--- config.mk ---
export PLATFORM = sky130hd
export DESIGN_NAME = rffp_int_encoder
export DESIGN_NICKNAME = d
export VERILOG_FILES = /design/src/rtl/rffp_pkg.sv /design/src/rtl/rffp_int_encoder.sv
export SDC_FILE = /design/constraint.sdc
export NUM_CORES = 1
export LEC_CHECK = 0
export ABC_AREA = 1
export BUFFER_PORTS_ARGS = -buffer_cell sky130_fd_sc_hd__buf_2
export CAP_MARGIN = 30
export CORE_AREA = 4 4 127 129
export DETAILED_ROUTE_END_ITERATION = 8
export DIE_AREA = 0 0 131 133
export GPL_TIMING_DRIVEN = 0
export PLACE_DENSITY_LB_ADDON = 0.05
export SKIP_CTS_REPAIR_TIMING = 1
export SYNTH_ARGS = -nofsm -noshare
export SYNTH_HDL_FRONTEND = slang
export SYNTH_SLANG_ARGS = --single-unit
--- constraint.sdc ---
create_clock -name clk -period 3.05 [get_ports clk]
set_input_delay 0.305 -clock clk [delete_from_list [all_inputs] [get_ports clk]]
set_output_delay 0.305 -clock clk [all_outputs]
set_load 0.01 [all_outputs]
--- src/rtl/rffp_pkg.sv ---
// Shared RFFP definitions: default field widths, word type, encoder state
// enum and small packing / magnitude helpers used by the RFFP blocks.
package rffp_pkg;

    localparam int RFFP_EXP_W_DEF = 8;
    localparam int RFFP_MAN_W_DEF = 8;
    localparam int RFFP_INT_W_DEF = 32;

    // RFFP word at default widths: {sign, exp, man}
    typedef logic [RFFP_EXP_W_DEF+RFFP_MAN_W_DEF:0] rffp_word_t;

    typedef enum logic [1:0] {
        IDLE  = 2'd0,
        SHIFT = 2'd1,
        ROUND = 2'd2,
        DONE  = 2'd3
    } rffp_state_e;

    // Packs sign/exponent/mantissa into the low (e_w+m_w+1) bits of a 64-bit
    // word. Callers pass zero-extended fields and keep the bits they need.
    function automatic logic [63:0] rffp_pack(
        input logic        sign,
        input logic [31:0] exp,
        input logic [31:0] man,
        input int          e_w,
        input int          m_w
    );
        logic [63:0] w;
        w = 64'(man) | (64'(exp) << m_w) | (64'(sign) << (e_w + m_w));
        return w;
    endfunction

    // Magnitude of a sign-extended 64-bit value. The most negative value of
    // any narrower input width is representable here, so no wrap occurs.
    function automatic logic [63:0] int_abs(input logic signed [63:0] v);
        logic [63:0] u;
        u = v;
        return u[63] ? (~u + 64'd1) : u;
    endfunction

endpackage

--- src/rtl/rffp_int_encoder.sv ---
// Signed integer to RFFP encoder. The magnitude is normalised one right shift
// per clock until it fits the mantissa field, then rounded half-up on the
// last dropped bit. Exponent overflow saturates to the largest magnitude.
//
// state | meaning
// IDLE  | waiting for an input, in_ready high
// SHIFT | shifting magnitude right until it fits M bits
// ROUND | applying the half-up increment from the last dropped bit
// DONE  | result presented, held until out_ready
module rffp_int_encoder
    import rffp_pkg::*;
#(
    parameter int RFFP_EXP_WIDTH = RFFP_EXP_W_DEF,
    parameter int RFFP_MAN_WIDTH = RFFP_MAN_W_DEF,
    parameter int INT_WIDTH      = RFFP_INT_W_DEF,   // must exceed RFFP_MAN_WIDTH, below 64
    parameter int IN_OUT_WIDTH   = RFFP_EXP_WIDTH + RFFP_MAN_WIDTH
) (
    input  logic                  clk,
    input  logic                  rst,
    input  logic                  in_valid,
    output logic                  in_ready,
    input  logic [INT_WIDTH-1:0]  in_data,
    output logic                  out_valid,
    input  logic                  out_ready,
    output logic [IN_OUT_WIDTH:0] out_data,
    output logic                  out_ovf
);

    localparam logic [INT_WIDTH-1:0]      MAN_FULL = INT_WIDTH'(1) << RFFP_MAN_WIDTH;
    localparam logic [INT_WIDTH-1:0]      MAN_SAT  = MAN_FULL - INT_WIDTH'(1);
    localparam logic [INT_WIDTH-1:0]      MAN_HALF = INT_WIDTH'(1) << (RFFP_MAN_WIDTH - 1);
    localparam logic [RFFP_EXP_WIDTH-1:0] EXP_MAX  = {RFFP_EXP_WIDTH{1'b1}};

    rffp_state_e               r_state;
    logic                      r_sign;
    logic [INT_WIDTH-1:0]      r_mag;
    logic [RFFP_EXP_WIDTH-1:0] r_exp;
    logic                      r_rnd;
    logic                      r_ovf;
    logic                      r_out_valid;

    logic signed [63:0]        w_in_ext;
    logic [63:0]               w_abs64;
    logic [INT_WIDTH-1:0]      w_mag_in;
    logic [INT_WIDTH-1:0]      w_mag_inc;
    logic                      w_need_shift;
    logic [63:0]               w_pack64;
    logic                      w_unused_bits;

    assign w_in_ext     = 64'(signed'(in_data));
    assign w_abs64      = int_abs(w_in_ext);
    assign w_mag_in     = w_abs64[INT_WIDTH-1:0];
    assign w_mag_inc    = r_mag + INT_WIDTH'(1);
    assign w_need_shift = (r_mag >= MAN_FULL);
    assign w_pack64     = rffp_pack(r_sign, 32'(r_exp), 32'(r_mag[RFFP_MAN_WIDTH-1:0]),
                                    RFFP_EXP_WIDTH, RFFP_MAN_WIDTH);
    assign w_unused_bits = ^{w_abs64[63:INT_WIDTH], w_pack64[63:IN_OUT_WIDTH+1]};

    assign in_ready  = (r_state == IDLE);
    assign out_valid = r_out_valid;
    // Result fields only change outside DONE, so gating keeps the bus quiet
    // between results and stable while waiting for out_ready.
    assign out_data  = r_out_valid ? w_pack64[IN_OUT_WIDTH:0] : '0;
    assign out_ovf   = r_out_valid & r_ovf;

    // Encoder FSM with its datapath registers.
    always_ff @(posedge clk or posedge rst) begin
        if (rst) begin
            r_state     <= IDLE;
            r_sign      <= 1'b0;
            r_mag       <= '0;
            r_exp       <= '0;
            r_rnd       <= 1'b0;
            r_ovf       <= 1'b0;
            r_out_valid <= 1'b0;
        end else begin
            case (r_state)
                IDLE: begin
                    if (in_valid) begin
                        r_sign  <= in_data[INT_WIDTH-1];
                        r_mag   <= w_mag_in;
                        r_exp   <= '0;
                        r_rnd   <= 1'b0;
                        r_ovf   <= 1'b0;
                        r_state <= SHIFT;
                    end
                end
                SHIFT: begin
                    if (w_need_shift) begin
                        if (r_exp == EXP_MAX) begin
                            // no exponent headroom left: saturate, skip rounding
                            r_ovf       <= 1'b1;
                            r_mag       <= MAN_SAT;
                            r_exp       <= EXP_MAX;
                            r_out_valid <= 1'b1;
                            r_state     <= DONE;
                        end else begin
                            r_rnd <= r_mag[0];
                            r_mag <= r_mag >> 1;
                            r_exp <= r_exp + 1'b1;
                        end
                    end else begin
                        r_state <= ROUND;
                    end
                end
                ROUND: begin
                    if (r_rnd) begin
                        if (w_mag_inc == MAN_FULL) begin
                            if (r_exp == EXP_MAX) begin
                                r_ovf <= 1'b1;
                                r_mag <= MAN_SAT;
                            end else begin
                                r_mag <= MAN_HALF;
                                r_exp <= r_exp + 1'b1;
                            end
                        end else begin
                            r_mag <= w_mag_inc;
                        end
                    end
                    r_out_valid <= 1'b1;
                    r_state     <= DONE;
                end
                DONE: begin
                    if (out_ready) begin
                        r_out_valid <= 1'b0;
                        r_state     <= IDLE;
                    end
                end
                default: r_state <= IDLE;
            endcase
        end
    end

endmodule

; Word level (Yosys, flattened, before mapping)
; Index checks and enable logic that the tools add are counted.
[classes]
eq_ne = 14
reduce_logical = 11
magnitude_cmp = 1
n_addsub = 3
bitwise_logic = 4
n_mux = 34
[op_table]
columns = cell, count
row1 = $mux W32, 5
row2 = $pmux W32 S3, 1
row3 = $add A32 B1 Y32 const B, 2
row4 = $mux W8, 6
row5 = $eq A32 B9 Y1 const B, 1
row6 = $ge A32 B9 Y1 const B, 1
row7 = $not A32 Y32, 1
row8 = $mux W31, 1
row9 = $pmux W8 S3, 1
row10 = $mux W17, 1
row11 = $or A16 B17 Y17, 1
row12 = $ne A2 B2 Y1 const B, 8
row13 = $or A8 B16 Y16, 1
row14 = $reduce_and A4 Y1, 3
row15 = $mux W1, 10
row16 = $add A8 B1 Y8 const B, 1
row17 = $eq A8 B8 Y1 const B, 1
row18 = $mux W2, 4
row19 = $pmux W2 S4, 1
row20 = $mux W7, 1
row21 = $pmux W1 S3, 2
row22 = $reduce_and A6 Y1, 1
row23 = $reduce_bool A3 Y1, 2
row24 = $reduce_and A5 Y1, 1
row25 = other kinds (9), 10
[word_totals]
register_bits = 46
output_inout_bits = 20
in_bits = 36
elab_cells = 74

; Longest topological paths before layout
; Gate-level depths: netlist of run 1.
[depth]
ltp_word = 5
ltp_mapped = 18
mapped_depth_nobuf = 18

; Worst setup path before layout of run 1
; Ideal clock, no wire load.
[synth_timing]
path_kind = reg2reg
from = reg r_mag[1]
to = reg r_exp[7]
setup_slack_ns = 0.731
arrival_time_ns = 2.195
setup_time_ns = 0.123
period_less_slack_ns = 2.319
stages_incl_launch_ff = 19
required_ns = 2.927
path_cell_list = dfrtp_1 > ha_1 > nand2_2 > nor2_4 > nand2_2 > nor2_4 > nand2_1 > nand2_1 > nand2_1 > nor2_1 > nand2_1 > nor2_2 > nand3_2 > nand2_4 > nand2_4 > a21oi_4 > inv_4 > nand2_1 > o21ai_2
[synth_between]
elab_chain_cells = 4
[synth_lines]
columns = element, line
row1 = start: declaration, rffp_int_encoder.sv:36  ; logic [INT_WIDTH-1:0] r_mag;
row2 = start signal: assignment, rffp_int_encoder.sv:81  ; r_mag <= w_mag_in;
row3 = start signal: assignment, rffp_int_encoder.sv:99  ; r_mag <= r_mag >> 1;
row4 = start signal: assignment, rffp_int_encoder.sv:117  ; r_mag <= w_mag_inc;
row5 = $add A32 B1 Y32, rffp_int_encoder.sv:53  ; assign w_mag_inc = r_mag + INT_WIDTH'(1);
row6 = $eq A32 B9 Y1, rffp_int_encoder.sv:108  ; if (w_mag_inc == MAN_FULL) begin
row7 = $ne A2 B2 Y1 (no line), -
row8 = $reduce_and A6 Y1 (no line) *, -
row9 = end signal: assignment, rffp_int_encoder.sv:100  ; r_exp <= r_exp + 1'b1;
row10 = end signal: assignment, rffp_int_encoder.sv:114  ; r_exp <= r_exp + 1'b1;
row11 = end: declaration, rffp_int_encoder.sv:37  ; logic [RFFP_EXP_WIDTH-1:0] r_exp;
; Mark *: on every way between the ends. The rest lies on a longest branch, timed or not.
; A chain may end at the register's enable or synchronous reset.

; Final worst setup path of run 1
[layout_timing]
from = reg r_mag[23]
to = reg r_mag[29]
[layout_between]
elab_chain_cells = 5
[layout_lines]
columns = element, line
row1 = $add A32 B1 Y32, rffp_int_encoder.sv:53
row2 = $eq A32 B9 Y1, rffp_int_encoder.sv:108
row3 = $mux W32, rffp_int_encoder.sv:108
row4 = $mux W32, rffp_int_encoder.sv:107  ; if (r_rnd) begin
row5 = $pmux W32 S3, rffp_int_encoder.sv:77  ; case (r_state)
; Several ways; a longest one is shown, not always the timed one. The select of a mux whose other input is x is not followed.

==> flow_summary.toml, run 1 <==
[clocking]
clkLatencyLatePin_ns = 0.31
cts-root-to-sink-buffers = 2
htree_num_levels = 2
clock_buffers_created_by_tritoncts = 5
clkSinkCount = 46
clk_root_buffer_cell = "sky130_fd_sc_hd__clkbuf_16"
clkTransAtPathRegs_ns = 0.07
cts_tree = "yes"

[worst_setup_path]
worst_setup_start_kind = "flip-flop"
worstPathRequired_ns = 3.22
timing.critical_path.arrival_ns = 3.04
critPathCaptureType = "flip-flop"
worst_setup_path_type = "reg2reg"
timing.critical_path.fanout_max = 10

[global_routing]
grt_pass1_vias = 5264
grt_remaining_overflow = 0
grt_max_degree = 25
groute.usage.overall = 0.210
antenna_found_initial = 0
grt_pass1_wl_um = 28300

[layout]
fin_nets = 935
instances_no_fill = 1080
syn_to_final_growth_pct = 14.9
fin_area_um2 = 5580
num_antenna_cells = 0
drive_gt1_frac = 0.121

[yosys]
combinational_family_with_the_most_area_after_synthesis = "simple AND/OR/NAND/NOR gates"
synth-adder-area-share = 0.0206
synthSimpleGateAreaFrac = 0.412
synth-seq-area-share = 0.237
multiplexer_area_fraction_after_synthesis = 0
synth_seq_cells = 46
complex_gate_fraction_of_the_synthesized_area = 0.171
synth-edff-count = 0
post_synth_net_total = 873
yosysUniqueCellTypes = 42
mappedNetlistArea_um2 = 4860
synth_async_sr_flop_share = 1.00
synthesis_warnings = 0
yosys_most_used_dff = "sky130_fd_sc_hd__dfrtp_1"
post_synth_inst_count = 829
synth_xor_area_frac = 0.0523
synthesis.area_per_instance_um2 = 5.86

[placement]
placed_instance_count = 1072
number_of_buffer_cells_added_on_primary_ports = 54
post_dp_hpwl_um = 14700
gp_routability_congestion = 0.998
place_area_um2 = 5380

[timing]
max-slew-margin-rel = 0.493
post_layout_min_period_ns = 2.87
fin_crit_sh = 0.940
setup_violations = 0
final_max_slew_viol_count = 0
smallest_hold_slack_ns = 0.0494
maxClockFrequency_mhz = 349
worst_pin_slew_ns = 0.758
setup_repair_after_global_routing_missed_its_margin = "no"
finalHoldViolations = 0
skew_ns = 0.00832

[route]
ant_nets = 0
remaining_drc_errors = 0
drt_iter0_markers = 347
wl_um = 18000
drt-vias-per-instance = 5.11
route.vias.total = 5514
wire_per_inst_um = 16.7
dr.pass1.iters = 5

[floorplan]
dieWidth_um = 131
io-pin-count = 56
die_area_um2 = 17400
die_h_um = 133
number_of_rows_in_the_core_area = 45
initial_utilization = 0.323
area_of_the_placeable_core_um2 = 15000

[power_and_ir_drop]
power.density_nw_per_um2 = 1030
leakage_nw = 2.78
power.ir.vdd_worst_v = 0.000332
total_power_draw_mw = 5.76

[min_path]
hold_path.class = "in2async"

[outcome]
outcome = "finished, final reports clean"

[flow_run]
cap_viol_max_count = 0
-- registers in the layout (all words and copies together) (netlist names) --
name	count
out_valid	1
r_sign	1
r_ovf	1
r_rnd	1
r_exp	8
r_mag	32
r_state	2
-- synth_stat cells (2+ instances only) --
library cell / instances / area share
sky130_fd_sc_hd__a21oi_1: 41 / 0.042
sky130_fd_sc_hd__nand3b_1: 2 / 0.0031
sky130_fd_sc_hd__ha_1: 8 / 0.021
sky130_fd_sc_hd__o22ai_1: 10 / 0.013
sky130_fd_sc_hd__nand2_4: 3 / 0.0070
sky130_fd_sc_hd__nand3_1: 43 / 0.044
sky130_fd_sc_hd__nor2_4: 7 / 0.016
sky130_fd_sc_hd__buf_4: 2 / 0.0031
sky130_fd_sc_hd__a22oi_1: 12 / 0.019
sky130_fd_sc_hd__o21ai_0: 62 / 0.064
sky130_fd_sc_hd__inv_1: 107 / 0.083
sky130_fd_sc_hd__and2_1: 2 / 0.0026
sky130_fd_sc_hd__or2_2: 6 / 0.0077
sky130_fd_sc_hd__nand2_2: 8 / 0.010
sky130_fd_sc_hd__nor2_1: 98 / 0.076
sky130_fd_sc_hd__nand4_1: 13 / 0.017
sky130_fd_sc_hd__nor4_1: 5 / 0.0064
sky130_fd_sc_hd__xnor2_1: 9 / 0.016
sky130_fd_sc_hd__o21ai_2: 2 / 0.0036
sky130_fd_sc_hd__nor3_1: 6 / 0.0062
sky130_fd_sc_hd__clkbuf_1: 21 / 0.016
sky130_fd_sc_hd__a31oi_1: 3 / 0.0039
sky130_fd_sc_hd__nand2_1: 263 / 0.20
sky130_fd_sc_hd__xor2_1: 20 / 0.036
sky130_fd_sc_hd__o221ai_1: 3 / 0.0054
sky130_fd_sc_hd__o211ai_1: 5 / 0.0077
sky130_fd_sc_hd__nor2_2: 6 / 0.0077
sky130_fd_sc_hd__dfrtp_1: 46 / 0.24
sky130_fd_sc_hd__clkinv_1: 3 / 0.0023
-- metrics by stage --
step                TNS [ns]   util  setup WS (ns)
floorplan                  0      -          0.731
global placement      -0.545  0.357         -0.133
detailed placement    -0.174  0.358        -0.0517
CTS                   -0.373  0.369        -0.0767
global route               0  0.371         0.0178
finish                     0  0.371          0.182
-- area by class of cell --
type                       count  area (um^2)
sequential                    46         1150
fill                        1647         9450
tap                          188          235
inverter                     112          423
buffer                        23         95.1
clock inverter                 3         45.0
clock buffer                   5          125
multi-input combinational    647         3200
timing repair buffer          56          310
-- critical path, stage by stage (launching register included) --
cell                       delay [ns]
sky130_fd_sc_hd__dfrtp_1         0.43
sky130_fd_sc_hd__nor4_1          0.48
sky130_fd_sc_hd__nand4_1         0.23
sky130_fd_sc_hd__nor3_1          0.33
sky130_fd_sc_hd__nand2_1         0.14
sky130_fd_sc_hd__nand3_1         0.24
sky130_fd_sc_hd__inv_1           0.27
sky130_fd_sc_hd__clkbuf_2        0.31
sky130_fd_sc_hd__nand2_1         0.18
sky130_fd_sc_hd__o21ai_0         0.09
-- worst paths after layout --
kind | startpoint | to | slack [ns] | cells after the start
max in group asynchronous | rst | r_mag[1]$_DFFE_PP0P_ | 2.45 | 3
min | rst | r_mag[20]$_DFFE_PP0P_ | 0.05 | 2
min reg2reg | r_rnd$_DFFE_PP0P_ | r_rnd$_DFFE_PP0P_ | 0.49 | 2
max reg2reg | r_mag[23]$_DFFE_PP0P_ | r_mag[29]$_DFFE_PP0P_ | 0.18 | 9
max | r_mag[23]$_DFFE_PP0P_ | r_mag[29]$_DFFE_PP0P_ | 0.18 | 9
min in group clk | in_valid | r_sign$_DFFE_PP0P_ | 0.21 | 2
-- layer usage --
layer / global-route usage / share of wire / wire length (um) / vias to the layer above
li1: - / - / - / 2783
met1: 0.294 / 0.46 / 8300 / 2534
met2: 0.327 / 0.45 / 8150 / 174
met3: 0.0351 / 0.063 / 1130 / 23
met4: 0.0634 / 0.024 / 425 / 0
met5: 0 / 0 / 0 / -
-- layout by cell type, fill, tap and decap left out, types with 2 or more instances in the layout --
cell and count:
sky130_fd_sc_hd__nand4_1 13, sky130_fd_sc_hd__buf_2 54, sky130_fd_sc_hd__buf_12 2, sky130_fd_sc_hd__a21oi_1 41, sky130_fd_sc_hd__xor2_1 20, sky130_fd_sc_hd__inv_1 106, sky130_fd_sc_hd__nand2_1 263, sky130_fd_sc_hd__clkinvlp_4 2
sky130_fd_sc_hd__nand3b_1 2, sky130_fd_sc_hd__buf_4 2, sky130_fd_sc_hd__nand2_2 8, sky130_fd_sc_hd__dfrtp_1 45, sky130_fd_sc_hd__and2_1 2, sky130_fd_sc_hd__o21ai_2 2, sky130_fd_sc_hd__clkinv_1 2, sky130_fd_sc_hd__nor2_2 6
sky130_fd_sc_hd__nor2_4 8, sky130_fd_sc_hd__inv_2 3, sky130_fd_sc_hd__nor4_1 5, sky130_fd_sc_hd__a31oi_1 3, sky130_fd_sc_hd__o221ai_1 3, sky130_fd_sc_hd__a22oi_1 12, sky130_fd_sc_hd__clkbuf_16 5, sky130_fd_sc_hd__nand3_1 43
sky130_fd_sc_hd__nor3_1 6, sky130_fd_sc_hd__nor2_1 97, sky130_fd_sc_hd__o22ai_1 10, sky130_fd_sc_hd__ha_1 7, sky130_fd_sc_hd__or2_2 6, sky130_fd_sc_hd__clkbuf_1 19, sky130_fd_sc_hd__o211ai_1 5, sky130_fd_sc_hd__nand2_4 3
sky130_fd_sc_hd__xnor2_1 9, sky130_fd_sc_hd__o21ai_0 62
-- power by group --
| part | switching (mW) | total, mW | leakage (nW) | internal [mW] |
|---|---|---|---|---|
| Combinational | 2.67 | 3.85 | 2.13 | 1.17 |
| Clock | 0.279 | 0.667 | 0.0760 | 0.388 |
| Sequential | 0.354 | 1.24 | 0.573 | 0.891 |
| Total | 3.31 | 5.76 | 2.78 | 2.45 |
-- cells by family (layout without fill, tap and decap cells) --
logic type / after synthesis / after routing
xor gates and xnor gates: 29 / 29
AOI/OAI and AO/OA: 145 / 145
buffers and inverters: 136 / 199
adders and majority gates: 8 / 8
and+or+nand+nor: 465 / 465
DFF: 46 / 46
Note: power is estimated with default switching activity, not from simulation.
==> run 2: changes to the inputs <==
--- a/config.mk
+++ b/config.mk
@@ -12,6 +12,7 @@
 export DETAILED_ROUTE_END_ITERATION = 8
 export DIE_AREA = 0 0 131 133
 export GPL_TIMING_DRIVEN = 0
+export MAX_ROUTING_LAYER = met4
 export PLACE_DENSITY_LB_ADDON = 0.05
 export SKIP_CTS_REPAIR_TIMING = 1
 export SYNTH_ARGS = -nofsm -noshare
==> flow_summary.toml, run 2 (synthesis results as in run 1) <==
[outcome]
outcome = "finished, final reports clean"

[flow_run]
cap_viol_max_count = 0

[floorplan]
die_h_um = 133
initial_utilization = 0.323
area_of_the_placeable_core_um2 = 15000
die_area_um2 = 17400
io-pin-count = 56
dieWidth_um = 131
number_of_rows_in_the_core_area = 45

[layout]
syn_to_final_growth_pct = 14.7
largest-register = "r_mag"
biggestRegsByFlops = "r_mag (32), r_exp (8), r_state (2)"
drive_gt1_frac = 0.122
most_frequent_standard_cell_in_the_layout_excluding_fill_and_tap_cells = "sky130_fd_sc_hd__nand2_1"
largest_register_ffs = 32
commonest_non_fill_non_tap_cells_in_the_layout = "sky130_fd_sc_hd__nand2_1, sky130_fd_sc_hd__inv_1, sky130_fd_sc_hd__nor2_1"
fin_nets = 936
num_antenna_cells = 0

[global_routing]
grt_pass1_vias = 5156
groute.usage.overall = 0.224
antenna_found_initial = 0
grt_pass1_wl_um = 29100
grt_max_degree = 25
grt_remaining_overflow = 0

[clocking]
cts-root-to-sink-buffers = 2
clock_buffers_created_by_tritoncts = 5
clkTransAtPathRegs_ns = 0.08
clkSinkCount = 46
clk_root_buffer_cell = "sky130_fd_sc_hd__clkbuf_16"
cts_tree = "yes"
clkLatencyLatePin_ns = 0.31
htree_num_levels = 2

[timing]
setup_repair_after_global_routing_missed_its_margin = "no"
final_max_slew_viol_count = 0
fin_crit_sh = 0.932
worst_pin_slew_ns = 0.730
skew_ns = 0.0124
max-slew-margin-rel = 0.513
post_layout_min_period_ns = 2.84
maxClockFrequency_mhz = 352
finalHoldViolations = 0
setup_violations = 0
postLayoutSetupSlackWorst_ns = 0.209

[min_path]
hold_path.class = "in2async"

[power_and_ir_drop]
seq_pwr_share = 0.221
comb_power_share = 0.673
leakage_nw = 2.78
swShare = 0.587
intPower_mw = 2.37
p_switching_mw = 3.37
power.ir.vdd_worst_v = 0.000330
total_power_draw_mw = 5.75
power.density_nw_per_um2 = 1030
clockPowerShare = 0.105

[worst_setup_path]
worst_setup_path_type = "reg2reg"
timing.critical_path.fanout_max = 10
worst_setup_start_kind = "flip-flop"
critPathCaptureType = "flip-flop"
timing.critical_path.arrival_ns = 3.04
worstPathRequired_ns = 3.25
worst-r2r-setup-slack_ns = 0.21

[route]
drt_iter0_markers = 523
ant_nets = 0
wl_met3_um = 925
highest_layer = "met4"
remaining_drc_errors = 0
drt-vias-per-instance = 5.06
wl_um = 18700
met2RoutedLength_um = 8360
wl_met1_um = 9310
dr.pass1.iters = 5
route.vias.total = 5472
wire_per_inst_um = 17.3

[placement]
number_of_buffer_cells_added_on_primary_ports = 54
pre_cts_slack_ns = -0.155
gp_routability_congestion = 0.932
post_dp_hpwl_um = 15200
[run 2: final cells by class]
class	instances	area, um^2
Fill cell	1695	9460
Multi-Input combinational cell	647	3200
Sequential cell	46	1150
Inverter	112	423
Timing Repair Buffer	56	310
Tap cell	188	235
Clock buffer	5	125
Buffer	24	101
Clock inverter	3	25.0
[run 2: power groups by stage]
stage	logic, mW	registers, mW	clock network, mW
detailed placement	3.77	1.27	0
global route	4.30	1.30	0.642
floorplan	2.58	1.13	0
CTS	3.78	1.26	0.620
global placement	3.78	1.27	0
finish	3.87	1.27	0.605
[run 2: metrics by stage]
| stage | hold WS [ns] | utilization | cells | setup TNS, ns | instance area, um^2 |
|---|---|---|---|---|---|
| floorplan | 0.412 | - | 829 | 0 | 4860 |
| CTS | 0.0784 | 0.368 | 1080 | -1.38 | 5530 |
| finish | 0.0545 | 0.371 | 1081 | 0 | 5570 |
| detailed placement | 0.407 | 0.358 | 1072 | -1.16 | 5380 |
| global placement | 0.472 | 0.357 | 1071 | -1.07 | 5360 |
| global route | 0.114 | 0.371 | 1081 | 0 | 5570 |
[run 2: worst paths after layout]
| check | startpoint | end | cells after the start |
|---|---|---|---|
| worst max-delay path | r_mag[1]$_DFFE_PP0P_ | r_exp[7]$_DFFE_PP0P_ | 19 |
| worst min-delay path | rst | r_mag[23]$_DFFE_PP0P_ | 2 |
| worst max register to register | r_mag[1]$_DFFE_PP0P_ | r_exp[7]$_DFFE_PP0P_ | 19 |
| worst min register to register | r_rnd$_DFFE_PP0P_ | r_rnd$_DFFE_PP0P_ | 2 |
| max in group asynchronous | rst | r_mag[1]$_DFFE_PP0P_ | 3 |
| min in group clk | in_valid | r_sign$_DFFE_PP0P_ | 2 |
[run 2: per-layer routing]
layer,vias up,global-route usage
met5,-,-
met4,0,0.0291
met3,7,0.0287
met2,153,0.339
met1,2532,0.327
li1,2780,-
[run 2: worst max-delay path: stages (launching register included)]
cell                      delay, ns
sky130_fd_sc_hd__dfrtp_1       0.44
sky130_fd_sc_hd__ha_2          0.25
sky130_fd_sc_hd__nand2_2       0.09
sky130_fd_sc_hd__nor2_4        0.21
sky130_fd_sc_hd__nand2_2       0.14
sky130_fd_sc_hd__nor2_1        0.21
sky130_fd_sc_hd__nand2_1       0.09
sky130_fd_sc_hd__nand2_1       0.06
sky130_fd_sc_hd__nand2_1       0.07
sky130_fd_sc_hd__nor2_1        0.14
sky130_fd_sc_hd__nand2_1       0.09
sky130_fd_sc_hd__nor2_2        0.11
sky130_fd_sc_hd__nand3_2       0.17
sky130_fd_sc_hd__nand2_4       0.13
sky130_fd_sc_hd__nand2_4       0.07
sky130_fd_sc_hd__a21oi_4       0.15
sky130_fd_sc_hd__buf_12        0.14
sky130_fd_sc_hd__inv_4         0.05
sky130_fd_sc_hd__nand2_1       0.07
sky130_fd_sc_hd__o21ai_2       0.05
